File: src/rtl/seq_div16.sv
// rtl/seq_div16.sv - iterative unsigned 16-bit restoring divider with start/busy/done handshake

module adder_sub (
    input  logic [15:0] op1,
    input  logic [15:0] op2,
    input  logic        sub,
    output logic [15:0] result,
    output logic        carry_out
);
    logic [16:0] op2_ext;
    logic [16:0] total;

    always_comb begin
        op2_ext = {1'b0, op2 ^ {16{sub}}};
        total   = {1'b0, op1} + op2_ext + {16'd0, sub};
    end

    assign result    = total[15:0];
    assign carry_out = total[16];
endmodule

module seq_div16 #(
    parameter int WIDTH = 16
) (
    input  logic             clk,
    input  logic             rst,
    input  logic             start,
    input  logic [WIDTH-1:0] dividend,
    input  logic [WIDTH-1:0] divisor,
    output logic             busy,
    output logic             done,
    output logic [WIDTH-1:0] quotient,
    output logic [WIDTH-1:0] remainder,
    output logic             div_by_zero
);
    typedef enum logic [1:0] {
        IDLE = 2'd0,
        RUN  = 2'd1,
        DONE = 2'd2
    } state_t;

    state_t           state;
    logic [WIDTH-1:0] dq;
    logic [WIDTH-1:0] d_reg;
    // A failed trial only keeps R' when R'[16]=0, so the stored remainder never needs bit 16.
    logic [WIDTH-1:0] r;
    logic [3:0]       count;

    logic [WIDTH:0]   r_shift;
    logic [WIDTH-1:0] diff;
    logic             carry;
    logic             sub_ok;
    logic [WIDTH-1:0] r_next;
    logic [WIDTH-1:0] dq_next;

    adder_sub u_sub (
        .op1       (r_shift[WIDTH-1:0]),
        .op2       (d_reg),
        .sub       (1'b1),
        .result    (diff),
        .carry_out (carry)
    );

    always_comb begin
        r_shift = {r, dq[WIDTH-1]};
        sub_ok  = r_shift[WIDTH] | carry;
        r_next  = sub_ok ? diff : r_shift[WIDTH-1:0];
        dq_next = {dq[WIDTH-2:0], sub_ok};
    end

    always_ff @(posedge clk) begin
        if (rst) begin
            state       <= IDLE;
            busy        <= 1'b0;
            done        <= 1'b0;
            quotient    <= '0;
            remainder   <= '0;
            div_by_zero <= 1'b0;
            count       <= 4'd0;
            dq          <= '0;
            d_reg       <= '0;
            r           <= '0;
        end else begin
            case (state)
                IDLE: begin
                    done <= 1'b0;
                    if (start) begin
                        if (divisor == '0) begin
                            quotient    <= '1;
                            remainder   <= dividend;
                            div_by_zero <= 1'b1;
                            done        <= 1'b1;
                            state       <= DONE;
                        end else begin
                            dq    <= dividend;
                            d_reg <= divisor;
                            r     <= '0;
                            count <= 4'd0;
                            busy  <= 1'b1;
                            state <= RUN;
                        end
                    end
                end
                RUN: begin
                    r     <= r_next;
                    dq    <= dq_next;
                    count <= count + 4'd1;
                    if (count == 4'd15) begin
                        busy        <= 1'b0;
                        done        <= 1'b1;
                        quotient    <= dq_next;
                        remainder   <= r_next;
                        div_by_zero <= 1'b0;
                        state       <= DONE;
                    end
                end
                DONE: begin
                    done  <= 1'b0;
                    state <= IDLE;
                end
                default: begin
                    busy  <= 1'b0;
                    done  <= 1'b0;
                    state <= IDLE;
                end
            endcase
        end
    end
endmodule

File: config.mk
export PLATFORM = sky130hd
export DESIGN_NAME = seq_div16
export DESIGN_NICKNAME = d
export VERILOG_FILES = /design/src/rtl/seq_div16.sv
export SDC_FILE = /design/constraint.sdc
export NUM_CORES = 1
export LEC_CHECK = 0
export CAP_MARGIN = 20
export CELL_PAD_IN_SITES_DETAIL_PLACEMENT = 1
export CELL_PAD_IN_SITES_GLOBAL_PLACEMENT = 1
export CORE_AREA = 2 2 109 111
export CTS_CLUSTER_SIZE = 20
export DETAILED_ROUTE_END_ITERATION = 8
export DIE_AREA = 0 0 111 113
export PLACE_DENSITY = 0.91
export SYNTH_ARGS = -nofsm -noshare
export SYNTH_HDL_FRONTEND = slang
export SYNTH_HIERARCHICAL = 1
export SYNTH_SLANG_ARGS = --single-unit
File: constraint.sdc
create_clock -name clk -period 8.3 [get_ports clk]
set_clock_uncertainty 0.2 [all_clocks]
set_input_delay 0.83 -clock clk [delete_from_list [all_inputs] [get_ports clk]]
set_output_delay 0.83 -clock clk [all_outputs]
set_load 0.02 [all_outputs]
## Word-level counts from Yosys, hierarchy flattened

Index checks and enable logic that the tools add are counted.

- Register bits after elaboration: 89
- Bits of input ports: 35
- Output and inout port bits: 35
- Word-level logic and storage cells: 65

- Add/subtract/negate cells: 3
- Equal/unequal tests: 7
- Multiplexer cells: 33
- Bitwise gates (word level): 4
- Reduce and logical (&&, ||, !) cells: 8

Operators with widths:

| cell | number |
|---|---|
| 16-bit two-way mux | 11 |
| 16-bit one-hot mux with 2 select lines | 4 |
| 16-bit by 16-bit adder with 17-bit output | 1 |
| 17-bit by 1-bit adder with 17-bit output (second input constant) | 1 |
| 16-bit logical NOT | 1 |
| 16-bit inverter | 1 |
| 1-bit two-way mux | 8 |
| 4-bit two-way mux | 2 |
| 2-bit != test (second input constant) | 4 |
| 4-bit one-hot mux with 2 select lines | 1 |
| 4-bit AND reduction | 2 |
| 2-bit two-way mux | 3 |
| 3-bit AND reduction | 2 |
| 4-bit by 1-bit adder with 4-bit output (second input constant) | 1 |
| 4-bit == test (second input constant) | 1 |
| 1-bit one-hot mux with 2 select lines | 2 |
| 2-bit one-hot mux with 2 select lines | 1 |
| 1-bit one-hot mux with 3 select lines | 1 |
| 2-bit by 1-bit == test with 1-bit output (second input constant) | 1 |
| 2-bit == test (second input constant) | 1 |
| 2-bit logical NOT | 1 |
| 1-bit inverter | 2 |
| 2-bit AND reduction | 1 |
| 2-bit nonzero test | 1 |
| 1-bit OR | 1 |

## Depth between registers and ports, before layout

- Depth in word-level cells: 7
- Mapped depth: 16
- Depth with buffers taken out: 13

## Modules after synthesis

Netlist, hierarchy kept.

By module, submodules not included:

| module | instances | cells an instance | area an instance (um^2) | sequential area each (um^2) |
|---|---|---|---|---|
| seq_div16 | 1 | 421 | 4058.9 | 1781.7 |
| adder_sub | 1 | 122 | 919.6 | 0.0 |

## Worst setup path before layout

OpenSTA, ideal clock, no wires.

- Kind: register to register
- Start: register d_reg[0]
- End: register remainder[1]
- Setup time: 0.086 ns
- Arrival: 2.986 ns
- Required time: 8.014 ns
- Slack: 5.029 ns
- Cell stages (with the launch flop): 14
- Path buffers: 1
- Period minus slack after synthesis: 3.271 ns
- Cell sequence: dfxtp_1 mux2i_1 fa_1 and2b_1 o2111ai_1 a21boi_1 a221oi_2 o21ai_1 a21o_1 clkbuf_1 or3b_2 a21oi_1 a21oi_1 a211oi_1

- Longest elaborated chain between the ends: 7

Ends and longest elaborated chain:

| element | RTL line | source |
|---|---|---|
| start: declaration | 44 | `logic [WIDTH-1:0] d_reg;` |
| start signal: assignment | 96 | `d_reg <= divisor;` |
| 16-bit inverter (no line) | - |  |
| 16-bit by 16-bit adder with 17-bit output | 15 | `total = {1'b0, op1} + op2_ext + {16'd0, sub};` |
| 17-bit by 1-bit adder with 17-bit output | 15 |  |
| via carry | 51 | `logic carry;` |
| 1-bit OR | 66 | `sub_ok = r_shift[WIDTH] \| carry;` |
| 16-bit two-way mux | 67 | `r_next = sub_ok ? diff : r_shift[WIDTH-1:0];` |
| 16-bit two-way mux | 108 | `if (count == 4'd15) begin` |
| 16-bit one-hot mux with 2 select lines | 84 | `case (state)` |
| end signal: assignment | 90 | `remainder <= dividend;` |
| end signal: assignment | 112 | `remainder <= r_next;` |
| end: declaration | 33 | `output logic [WIDTH-1:0] remainder,` |

The timed path passes the listed nets, and every way through them passes these cells. The select of a mux whose other input is x is not followed.
A chain may end at the register's enable or synchronous reset.

## Final worst setup path

- Start: register d_reg[0]
- End: register remainder[14]

The elaborated chain is that of the path after synthesis.

==> PnR_summary.wiki <==
{| class="wikitable"
! Metric !! Value
|-
| Status || complete, no violations
|-
| Endpoint required time on the critical path || 8.35 ns
|-
| Post-DRT Antenna Nets || 0
|-
| Static power due to leakage || 2.333 nW
|-
| Power share of the sequential group || 0.404
|-
| Top-area cell type share of the netlist area || 0.3579
|-
| Die footprint || 12540 sq um
|-
| Overall track demand over capacity in global routing || 0.2413
|-
| Part of the cycle the worst path needs || 0.4955
|-
| Ant diodes || 0
|-
| Async set-or-reset flop fraction in the synthesized netlist || 0
|-
| Final setup violation count || 0
|-
| Most used standard cells in the synthesized netlist || dfxtp_1, a21oi_1, nand2_1
|-
| Startpoint of the worst setup timing path || d_reg[0]$_SDFFE_PP0P_
|-
| Layout cell share with drive strength beyond 1 || 0.1407
|-
| CTS Hold Bufs || 0
|-
| Area overhead of the layout relative to synthesis || 20.91%
|-
| Via count || between 4000 and 5000
|-
| Post-synthesis cell type with the largest combined area || dfxtp_1
|-
| Number of fill cells in the layout || 1295
|-
| Origin of the worst min-delay path || div_by_zero$_SDFFE_PP0P_
|-
| Per-instance average area after synthesis || 9.169 sq um
|-
| Areal power density over the cells || 194.4 nW/um^2
|-
| Starting utilization of the core area || 0.4417
|-
| CTS max path bufs || 2
|-
| Post-detailed-route DRC marker count || 0
|-
| Fmax achieved || 243.2 MHz
|-
| Post-Route Hold Slack || 0.2812 ns
|-
| Clock Latency Late Sink || about 0.35 ns
|-
| Cells after Synth || 543
|-
| Headroom to the max-slew limit || 0.3809
|-
| Min cycle time layout || 4.112 ns
|-
| Site row count || 39
|-
| Number of warnings reported in the yosys synthesis log || 6
|-
| RSZ-0062 raised after global routing || false
|-
| Post-CTS setup repair buffer count || 0
|-
| Number of global-route vias before repair || 4544
|-
| Internal power || 0.0008444 W
|-
| Proportion of synthesized chip area in sequential cells || 0.3579
|-
| Routed length per placed instance || 20.17 um
|-
| Post-layout net count || 638
|-
| Post-synthesis cell type count || 53
|-
| Drt pass-1 iters || 5
|-
| Share of total power in combinational logic || 0.182
|-
| Slew Viols, Final || 0
|-
| Number of CTS-inserted buffers || 9
|-
| Critical R2R Launch || d_reg[0]$_SDFFE_PP0P_
|-
| Endpoints failing hold || 0
|-
| Die width || 111 um
|-
| Antenna violations before repair || 0
|-
| Maximum capacitance violations || 0
|-
| Multi-input gate area || 2962 sq um
|-
| Root buf cell || clkbuf_16
|-
| Detailed-route vias per instance || 5.900
|-
| Clock tree from TritonCTS || yes
|-
| Cell area after technology mapping || 4979 sq um
|-
| Start-to-end type of the worst setup path || register to register
|-
| Post-route setup TNS || 0 ns
|-
| Leading post-synthesis cells by cell area || dfxtp_1, mux2i_1, a21oi_1
|-
| Most frequent cell after synthesis || dfxtp_1
|-
| Total detailed-routing wirelength || approximately 15000 um
|-
| FF+latch area || 1782 sq um
|-
| Slew at the pin with the worst max-slew slack || 0.9287 ns
|-
| Number of levels in the clock H-tree || 3
|-
| Total clock sinks || between 80 and 90
|-
| Core area || 11270 sq um
|-
| Sum of overflow across all layers after global routing || 0
|-
| Number of enable flip-flop cells after synthesis || 0
|-
| VDD IR max || between 0.2 and 0.3 mV
|-
| Number of I/O pins || 70
|-
| Post-synth top flop || dfxtp_1
|-
| Critical path startpoint category || register
|-
| Number of cells upsized or downsized after cts || 0
|-
| Total power of the final layout || 0.001170 W
|-
| Worst Setup End Kind || register
|-
| Maximum number of pins on one net before global-route repair || 59
|-
| Number of standard cells in the final layout excluding fillers || 733
|-
| Clock network fraction of total power || 0.415
|-
| Switching portion of total power || 0.2785
|-
| CP max FO || 31
|-
| Endpoint arrival time on the critical path || between 4 and 5 ns
|-
| Clk slew on worst S/H paths || 0.07 ns
|-
| Net switching power of the design || 0.0003259 W
|-
| Total placed cells including tap cells || 717
|-
| RePlAce Congestion || around 0.84
|-
| Initial detailed-routing violation count || approximately 210
|-
| Half-perimeter wire length after detailed placement || just over 10000 um
|-
| Total nets after synthesis || 596
|-
| # port buffers || 69
|-
| Chip Height || 113 um
|-
| Register bit total from synthesis || 89
|-
| Path category of the worst min-delay check || register to register
|-
| First-pass GRT wire length || about 24000 um
|}
## critical path, cell delays in order, from the launching register on
cell and delay [ns]:
dfxtp_1 0.39, mux2i_1 0.31, fa_1 0.26, and2b_1 0.21, o2111ai_1 0.24, a21boi_1 0.17, a221oi_2 0.41, o21ai_1 0.15
a21o_1 0.47, or3b_2 0.55, a21oi_1 0.25, a21oi_1 0.09, a211oi_1 0.32
## cell type report
type                    count  area share
clock inverters             7     0.02099
inverters                   4    0.002494
multi-input cells         406      0.4920
repair buffers             75      0.1214
clock buffers               9     0.03741
flip-flops and latches     89      0.2960
well taps                 143     0.02972
## cell families after synthesis
kind of cell,count (synthesis),share of synthesized area
DFF,89,0.3579
and+or+nand+nor,140,0.1586
adders and majority gates,18,0.04674
xor gates and xnor gates,28,0.04926
buffers and inverters,48,0.04926
muxes,51,0.1063
other,1,0.0007532
AOI/OAI and AO/OA,168,0.2312
## worst paths after layout
kind | slack (ns) | depth (start not counted) | to
min | 0.28 | 2 | div_by_zero$_SDFFE_PP0P_
max | 4.19 | 12 | remainder[14]$_SDFFE_PP0P_
max reg2reg | 4.19 | 12 | remainder[14]$_SDFFE_PP0P_
min reg2reg | 0.28 | 2 | div_by_zero$_SDFFE_PP0P_
## per-stage QoR
step	cell area (sq um)	setup WS, ns	utilization
floorplan	4979	5.029	-
global placement	5668	4.611	0.5028
detailed placement	5668	4.437	0.5028
CTS	6020	4.256	0.5340
global route	6020	3.918	0.5340
finish	6020	4.188	0.5340
## layout by cell type, fill, tap and decap left out, types with 3 or more instances in the layout
| master | instances |
|---|---|
| or3b_2 | 15 |
| a22o_1 | 15 |
| xnor2_1 | 8 |
| nand2_1 | 42 |
| xor2_1 | 20 |
| nor2_1 | 35 |
| a311oi_1 | 3 |
| a211oi_1 | 15 |
| nor4_4 | 4 |
| buf_4 | 6 |
| nor2b_1 | 18 |
| a31oi_1 | 5 |
| clkbuf_16 | 9 |
| o21ai_1 | 3 |
| and3_1 | 7 |
| a21oi_1 | 62 |
| o21a_1 | 3 |
| nand2b_1 | 4 |
| ha_1 | 17 |
| mux2i_1 | 36 |
| a21o_1 | 5 |
| clkdlybuf4s50_1 | 68 |
| o221a_2 | 15 |
| o21ai_0 | 23 |
| inv_1 | 3 |
| dfxtp_1 | 89 |
| bufinv_16 | 3 |
| mux2_2 | 15 |
| nand4_1 | 3 |
| nand3_1 | 3 |
## routing by layer
layer / routed length (um) / global-route usage
met2: 7802 / 0.4507
met1: 6259 / 0.2776
met4: 293 / 0.07250
met5: 0 / 0
met3: 429 / 0.05035
## power by group through the flow
stage	Sequential (W)	Combinational, W	Clock (W)
after floorplan	0.000487	0.000131	0
after global placement	0.000479	0.000201	0
after detailed placement	0.000482	0.000209	0
after CTS	0.000472	0.000213	0.000497
after global routing	0.000475	0.000230	0.000509
final	0.000472	0.000213	0.000486
Note: power is estimated with default switching activity, not from simulation.
